--- config.mk ---
export PLATFORM = sky130hd
export DESIGN_NAME = servant_gpio_rx
export DESIGN_NICKNAME = d
export VERILOG_FILES = /design/src/rtl/servant_gpio_rx.sv
export SDC_FILE = /design/constraint.sdc
export NUM_CORES = 1
export LEC_CHECK = 0
export CAP_MARGIN = 20
export CELL_PAD_IN_SITES_DETAIL_PLACEMENT = 0
export CELL_PAD_IN_SITES_GLOBAL_PLACEMENT = 1
export CORE_UTILIZATION = 37
export DETAILED_ROUTE_END_ITERATION = 10
export PLACE_DENSITY = 0.76
export REMOVE_ABC_BUFFERS = 1
export SLEW_MARGIN = 15
export SYNTH_ARGS = -nofsm -noshare
export SYNTH_HDL_FRONTEND = slang
export SYNTH_SLANG_ARGS = --single-unit
export TNS_END_PERCENT = 5
--- constraint.sdc ---
create_clock -name i_wb_clk -period 6.79 [get_ports i_wb_clk]
set_input_delay 0.679 -clock i_wb_clk [delete_from_list [all_inputs] [get_ports i_wb_clk]]
set_output_delay 0.679 -clock i_wb_clk [all_outputs]
set_load 0.005 [all_outputs]
--- src/rtl/servant_gpio_rx.sv ---
// Receive side of the servant neighbour GPIO link: captures words on neighbour
// strobe rising edges into a small FIFO and serves them over a Wishbone responder.
module servant_gpio_rx #(
    parameter int WIDTH = 32,
    parameter int DEPTH = 4
) (
    input  logic             i_wb_clk,
    input  logic             i_wb_rst,
    input  logic             i_gpio_clk,
    input  logic [WIDTH-1:0] i_gpio,
    input  logic [31:0]      i_wb_adr,
    input  logic [31:0]      i_wb_dat,
    input  logic             i_wb_we,
    input  logic             i_wb_cyc,
    output logic [31:0]      o_wb_rdt,
    output logic             o_wb_ack,
    output logic             o_irq
);
    localparam int AW = $clog2(DEPTH);
    localparam logic [AW:0]   COUNT_FULL = (AW+1)'(DEPTH);
    localparam logic [AW:0]   COUNT_ONE  = (AW+1)'(1);
    localparam logic [AW-1:0] PTR_ONE    = AW'(1);

    logic [WIDTH-1:0] mem_q [DEPTH];
    logic [AW-1:0]    wr_ptr_q, wr_ptr_d;
    logic [AW-1:0]    rd_ptr_q, rd_ptr_d;
    logic [AW:0]      count_q, count_d;
    logic             overflow_q, overflow_d;
    logic             irq_en_q, irq_en_d;
    logic             ack_q, ack_d;
    logic [31:0]      rdt_q, rdt_d;
    logic             clk_q;

    logic        rise, access, sel_status, empty, full;
    logic        do_pop, do_push, ovf_set, status_wr;
    logic [31:0] data_val, status_val;

    logic unused_bits;
    assign unused_bits = &{1'b0, i_wb_adr[31:3], i_wb_adr[1:0], i_wb_dat[31:4], i_wb_dat[1:0]};

    always_comb begin
        empty      = (count_q == '0);
        full       = (count_q == COUNT_FULL);
        rise       = i_gpio_clk & ~clk_q;
        access     = i_wb_cyc & ~ack_q;
        sel_status = i_wb_adr[2];
        do_pop     = access & ~i_wb_we & ~sel_status & ~empty;
        // A pop at the same edge frees the slot, so a full FIFO still accepts the word.
        do_push    = rise & (~full | do_pop);
        ovf_set    = rise & full & ~do_pop;
        status_wr  = access & i_wb_we & sel_status;
        data_val   = empty ? 32'd0 : 32'(mem_q[rd_ptr_q]);
        status_val = {16'd0, 8'(count_q), 4'd0, irq_en_q, overflow_q, full, empty};

        wr_ptr_d   = do_push ? wr_ptr_q + PTR_ONE : wr_ptr_q;
        rd_ptr_d   = do_pop  ? rd_ptr_q + PTR_ONE : rd_ptr_q;
        count_d    = count_q;
        case ({do_push, do_pop})
            2'b10:   count_d = count_q + COUNT_ONE;
            2'b01:   count_d = count_q - COUNT_ONE;
            default: count_d = count_q;
        endcase

        overflow_d = overflow_q;
        irq_en_d   = irq_en_q;
        if (status_wr) begin
            if (i_wb_dat[2]) overflow_d = 1'b0;
            irq_en_d = i_wb_dat[3];
        end
        if (ovf_set) overflow_d = 1'b1;

        ack_d = access;
        rdt_d = rdt_q;
        if (access) rdt_d = sel_status ? status_val : data_val;
    end

    always_ff @(posedge i_wb_clk) begin
        if (i_wb_rst) begin
            wr_ptr_q   <= '0;
            rd_ptr_q   <= '0;
            count_q    <= '0;
            overflow_q <= 1'b0;
            irq_en_q   <= 1'b0;
            ack_q      <= 1'b0;
            rdt_q      <= 32'd0;
            clk_q      <= 1'b1;
        end else begin
            wr_ptr_q   <= wr_ptr_d;
            rd_ptr_q   <= rd_ptr_d;
            count_q    <= count_d;
            overflow_q <= overflow_d;
            irq_en_q   <= irq_en_d;
            ack_q      <= ack_d;
            rdt_q      <= rdt_d;
            clk_q      <= i_gpio_clk;
        end
    end

    always_ff @(posedge i_wb_clk) begin
        if (!i_wb_rst && do_push) mem_q[wr_ptr_q] <= i_gpio;
    end

    assign o_wb_ack = ack_q;
    assign o_wb_rdt = rdt_q;
    assign o_irq    = irq_en_q & ~empty;
endmodule

# [After elaboration in Yosys (flattened, before gate mapping)]
# Memories as Yosys holds them, arrays and structs flattened. A register that Yosys moved wholly into a read port is not among the register bits.
# Cells that the tools add are included.
[totals] reg_bits=43 latchBits=0 ramBits=128 mem_bits_ro=0 in_bits=101 mem_count=1
[op_classes] addsub=4 n_mul=0 div_mod_pow=0 magnitude_cmp=0 eq_ne=3 shifts=0 mux=10 bitwise=19 reduce_logical=7
[memory_table] memory="mem_q" depth=4 width=32 rd=1 rd_clocked_by_memory_dff=1 write_ports=1 line_no="24" source="logic [WIDTH-1:0] mem_q [DEPTH];"
[op_table] op="$mux W32" n=2
[op_table] op="$and A1 B1 Y1" n=11
[op_table] op="$not A1 Y1" n=7
[op_table] op="$pmux W3 S2" n=1
[op_table] op="$reduce_bool A2 Y1" n=3
[op_table] op="$mux W1" n=5
[op_table] op="$add A2 B1 Y2 const B" n=2
[op_table] op="$mux W2" n=2
[op_table] op="$add A3 B1 Y3 const B" n=1
[op_table] op="$eq A3 B3 Y1 const B" n=1
[op_table] op="$logic_not A3 Y1" n=1
[op_table] op="$sub A3 B1 Y3 const B" n=1
[op_table] op="$eq A2 B1 Y1 const B" n=1
[op_table] op="$eq A2 B2 Y1 const B" n=1
[op_table] op="$reduce_and A2 Y1" n=1
[op_table] op="$logic_and A1 B1 Y1" n=1
[op_table] op="$logic_not A1 Y1" n=1
[op_table] op="$or A1 B1 Y1" n=1

# [Longest topological paths before layout]
[logic_depth] word_depth=10 ltp_mapped=10 mapped_depth_nobuf=9

# [Worst setup path after synthesis]
# No wires, ideal clock.
[synth_timing] path_kind="input -> register" start="in i_wb_adr[2]" end="mem mem_q[0][0] (enable)" t_arrival_ns=2.449 path_slack_ns=3.949 path_stages=4 cell_sequence="or4b_1 buf_2 a21boi_2 and3_1"
[synth_via] elab_chain_cells=8
[synth_lines] item="start, declared" line_no="11" source="input logic [31:0] i_wb_adr,"
[synth_lines] item="$not A1 Y1" line_no="47" source="do_pop = access & ~i_wb_we & ~sel_status & ~empty;"
[synth_lines] item="$and A1 B1 Y1 (2 in a row)" line_no="47"
[synth_lines] item="$or A1 B1 Y1" line_no="49" source="do_push = rise & (~full | do_pop);"
[synth_lines] item="$and A1 B1 Y1" line_no="49"
[synth_lines] item="$logic_and A1 B1 Y1" line_no="100" source="if (!i_wb_rst && do_push) mem_q[wr_ptr_q] <= i_gpio;"
[synth_lines] item="$mux W1" line_no="100"
[synth_lines] item="$mux W1 (not written as such)" line_no="100"
[synth_lines] item="end, declared" line_no="24"
# No other way between the ends.

# [Worst setup path after layout]
[layout_timing] start="in i_wb_adr[2]" end="mem mem_q[3][6] (enable)"
# Same word-level chain as after synthesis.

==> reports/results.tsv <==
stage	metric	value	unit
detailed_routing	DRC violations left	0	
clock_network	Clock Path Buffers	2	
sta	worst slew pin tran	0.986	ns
logic_synthesis	Synth cell types	32	
die	Starting Density	38.0	%
setup_path	worst-path maximum fanout	32	
sta	Final Skew	0.00730	ns
detailed_routing	via count	3344	
sta	Relative slew margins	33.8	%
die	Die X	133	um
logic_synthesis	Yosys top cell area share	60.5	%
cells_and_area	commonest non-fill, non-tap cell in the layout	edfxtp_1	
detailed_routing	Pre-Repair DR Iteration Count	4	
logic_synthesis	Syn Std Cell Area	6350	um^2
sta	Max Fclk	303	MHz
clock_network	CTS tree	yes	
sta	Worst Hold Slack	0.494	ns
die	chip height	133	um
placement	DP HPWL	7020	um
die	die area	17700	um^2
clock_network	Num CTS Buffers	17	
logic_synthesis	sequential share of the synthesized area	74.7	%
cells_and_area	area growth from synthesis to layout	24.5	%
detailed_routing	Antenna Nets Post-Route	0	
setup_path	Critical Path RT	6.83	ns
clock_network	CTS root buffer	clkbuf_16	
grt	GRT Total Usage	15.0	%
detailed_routing	Initial DRC Count	192	
logic_synthesis	Area contributors post-synth	edfxtp_1, dfxtp_1, mux4_2	
grt	grt total ovfl	0	
detailed_routing	DR WL met2	6150	um
logic_synthesis	Avg Inst Size Synth	18.7	um^2
grt	vias in the first global route	3569	
status	status	finished, final reports clean	
placement	Post-Place Cell Area	7300	um^2
detailed_routing	WL met1	5280	um
logic_synthesis	flops & latches, synth	173	
sta	part of the cycle the worst path needs	48.6	%
detailed_routing	DR WL met3	662	um
sta	Hold Fails Final Rpt	0	
power	Pwr Density	280	nW/um^2
clock_network	Worst-path clk slew	0.06	ns
flow_run	Max-Cap Viols	0	
clock_network	Sink Count	173	
detailed_routing	DR vias/cell	5.17	
cells_and_area	Final #Nets	521	
sta	post-layout min period	3.30	ns
grt	initial antenna violation count	0	
setup_path	CP Capture Type	flip-flop	
clock_network	depth of the CTS H-tree	4	
logic_synthesis	Synth area leader	edfxtp_1	
cells_and_area	layout cell share with drive strength beyond 1	18.0	%
detailed_routing	highest metal used	met4	
logic_synthesis	Synth Warn #	0	
cells_and_area	Design Area, Final	7910	um^2
die	Rows	47	
setup_path	CP startpoint kind	input port	
setup_path	Setup CP Type	input port to flip-flop	
detailed_routing	final WL	12200	um
clock_network	# hold bufs at CTS	0	
clock_network	Clock Latency Late Sink	0.42	ns
sta	Final Max Tran Viols	0	
die	CORE AREA	16700	um^2
placement	number of port buffers	73	
logic_synthesis	Synth Instances	340	
grt	first-pass GRT wire length	19500	um
cells_and_area	number of antenna diodes	0	
placement	RD Place Congestion	0.732	
setup_path	crit path DAT	3.34	ns
sta	RSZ-0062 raised after global routing	false	
power	Power Total	2220	uW
grt	largest net degree at the start of global routing	35	
clock_network	post-CTS setup buffers	0	
cells_and_area	commonest non-fill, non-tap cells in the layout	edfxtp_1, clkdlybuf4s50_1, dfxtp_1	
detailed_routing	DR WL/cell	18.9	um
min_path	Hold Path Class	flip-flop to flip-flop	
cells_and_area	fillers	1435	
die	I/O pin count	135	
sta	final setup violation count	0	
power	Leak	0.00250	uW
power	Max VDD drop	0.000159	V
clock_network	Post-CTS Resized	0	
sta	setup_tns	0	ns
synthesized netlist by cell type:
| cell | count |
|---|---|
| nor2_1 | 8 |
| edfxtp_1 | 128 |
| and2_1 | 1 |
| or4b_1 | 1 |
| a21boi_2 | 1 |
| clkbuf_1 | 13 |
| nand2b_1 | 1 |
| ha_1 | 5 |
| nand4b_1 | 1 |
| nor3b_1 | 1 |
| xor2_1 | 2 |
| inv_1 | 10 |
| o21ai_0 | 10 |
| nand2_1 | 2 |
| buf_1 | 1 |
| or2_2 | 1 |
| a32o_1 | 25 |
| mux4_2 | 32 |
| mux2i_1 | 2 |
| o31ai_1 | 1 |
| nand3_1 | 8 |
| dfxtp_1 | 45 |
| and3_1 | 4 |
| nor2b_1 | 2 |
| a21oi_1 | 20 |
| fa_1 | 1 |
| nor4_4 | 1 |
| mux2_2 | 1 |
| buf_2 | 7 |
| or3_1 | 3 |
| or4_1 | 1 |
| nor3_1 | 1 |
through the flow:
stage / cells / util, % / setup WS (ns)
after floorplan: 319 / - / 3.95
after global placement: 615 / 43.7 / 3.07
after detailed placement: 615 / 43.7 / 3.02
after CTS: 647 / 47.4 / 3.45
after global routing: 647 / 47.4 / 3.30
final: 647 / 47.4 / 3.49
flip-flops by register name, summed over array words and instances (netlist names), named ones only:
signal,count
clk_q,1
overflow_q,1
count_q,3
mem_q,128
o_wb_rdt,32
irq_en_q,1
wr_ptr_q,2
rd_ptr_q,2
o_wb_ack,1
logic make-up after synthesis:
| family | Yosys count | synth area share [%] |
|---|---|---|
| mux | 35 | 11.8 |
| xor+xnor | 2 | 0.276 |
| simple gates | 36 | 3.35 |
| buf+inv | 31 | 1.97 |
| flops | 173 | 74.7 |
| compound gates | 57 | 6.60 |
| fa+ha+maj | 6 | 1.30 |
per-layer routing:
layer / GRT usage (%) / vias up
met5: 0 / -
met4: 3.70 / 0
met3: 5.36 / 15
met2: 25.1 / 88
met1: 18.5 / 1713
li1: - / 1528
layout make-up:
| type | count | area [um^2] | area share (%) |
|---|---|---|---|
| inverters | 10 | 37.5 | 0.474 |
| multi-input cells | 136 | 1490 | 18.8 |
| clock buffers | 19 | 443 | 5.60 |
| clock inverters | 13 | 165 | 2.09 |
| flip-flops and latches | 173 | 4750 | 60.0 |
| repair buffers | 76 | 753 | 9.52 |
| well taps | 220 | 275 | 3.48 |
worst max-delay path: stages:
cell and delay (ns):
clkdlybuf4s50_1 0.62, or4b_1 0.76, a21boi_2 0.39, and3_2 0.87
where the power goes:
part	switching, uW	total [uW]	leakage, uW	internal, uW
combinational	44.0	88.1	0.000693	44.1
clock	389	978	0.000286	590
sequential	6.43	1150	0.00152	1150
path summary, 6_finish.rpt:
path	cells past startpoint	slack, ns	to	from
min	1	0.49	o_wb_rdt[29]	o_wb_rdt[29]
min reg2reg	1	0.49	o_wb_rdt[29]	o_wb_rdt[29]
max	4	3.49	mem_q[3][6]	i_wb_adr[2]
max reg2reg	3	4.13	mem_q[3][6]	o_wb_ack
No activity file was read; power rests on OpenSTA's default activity.
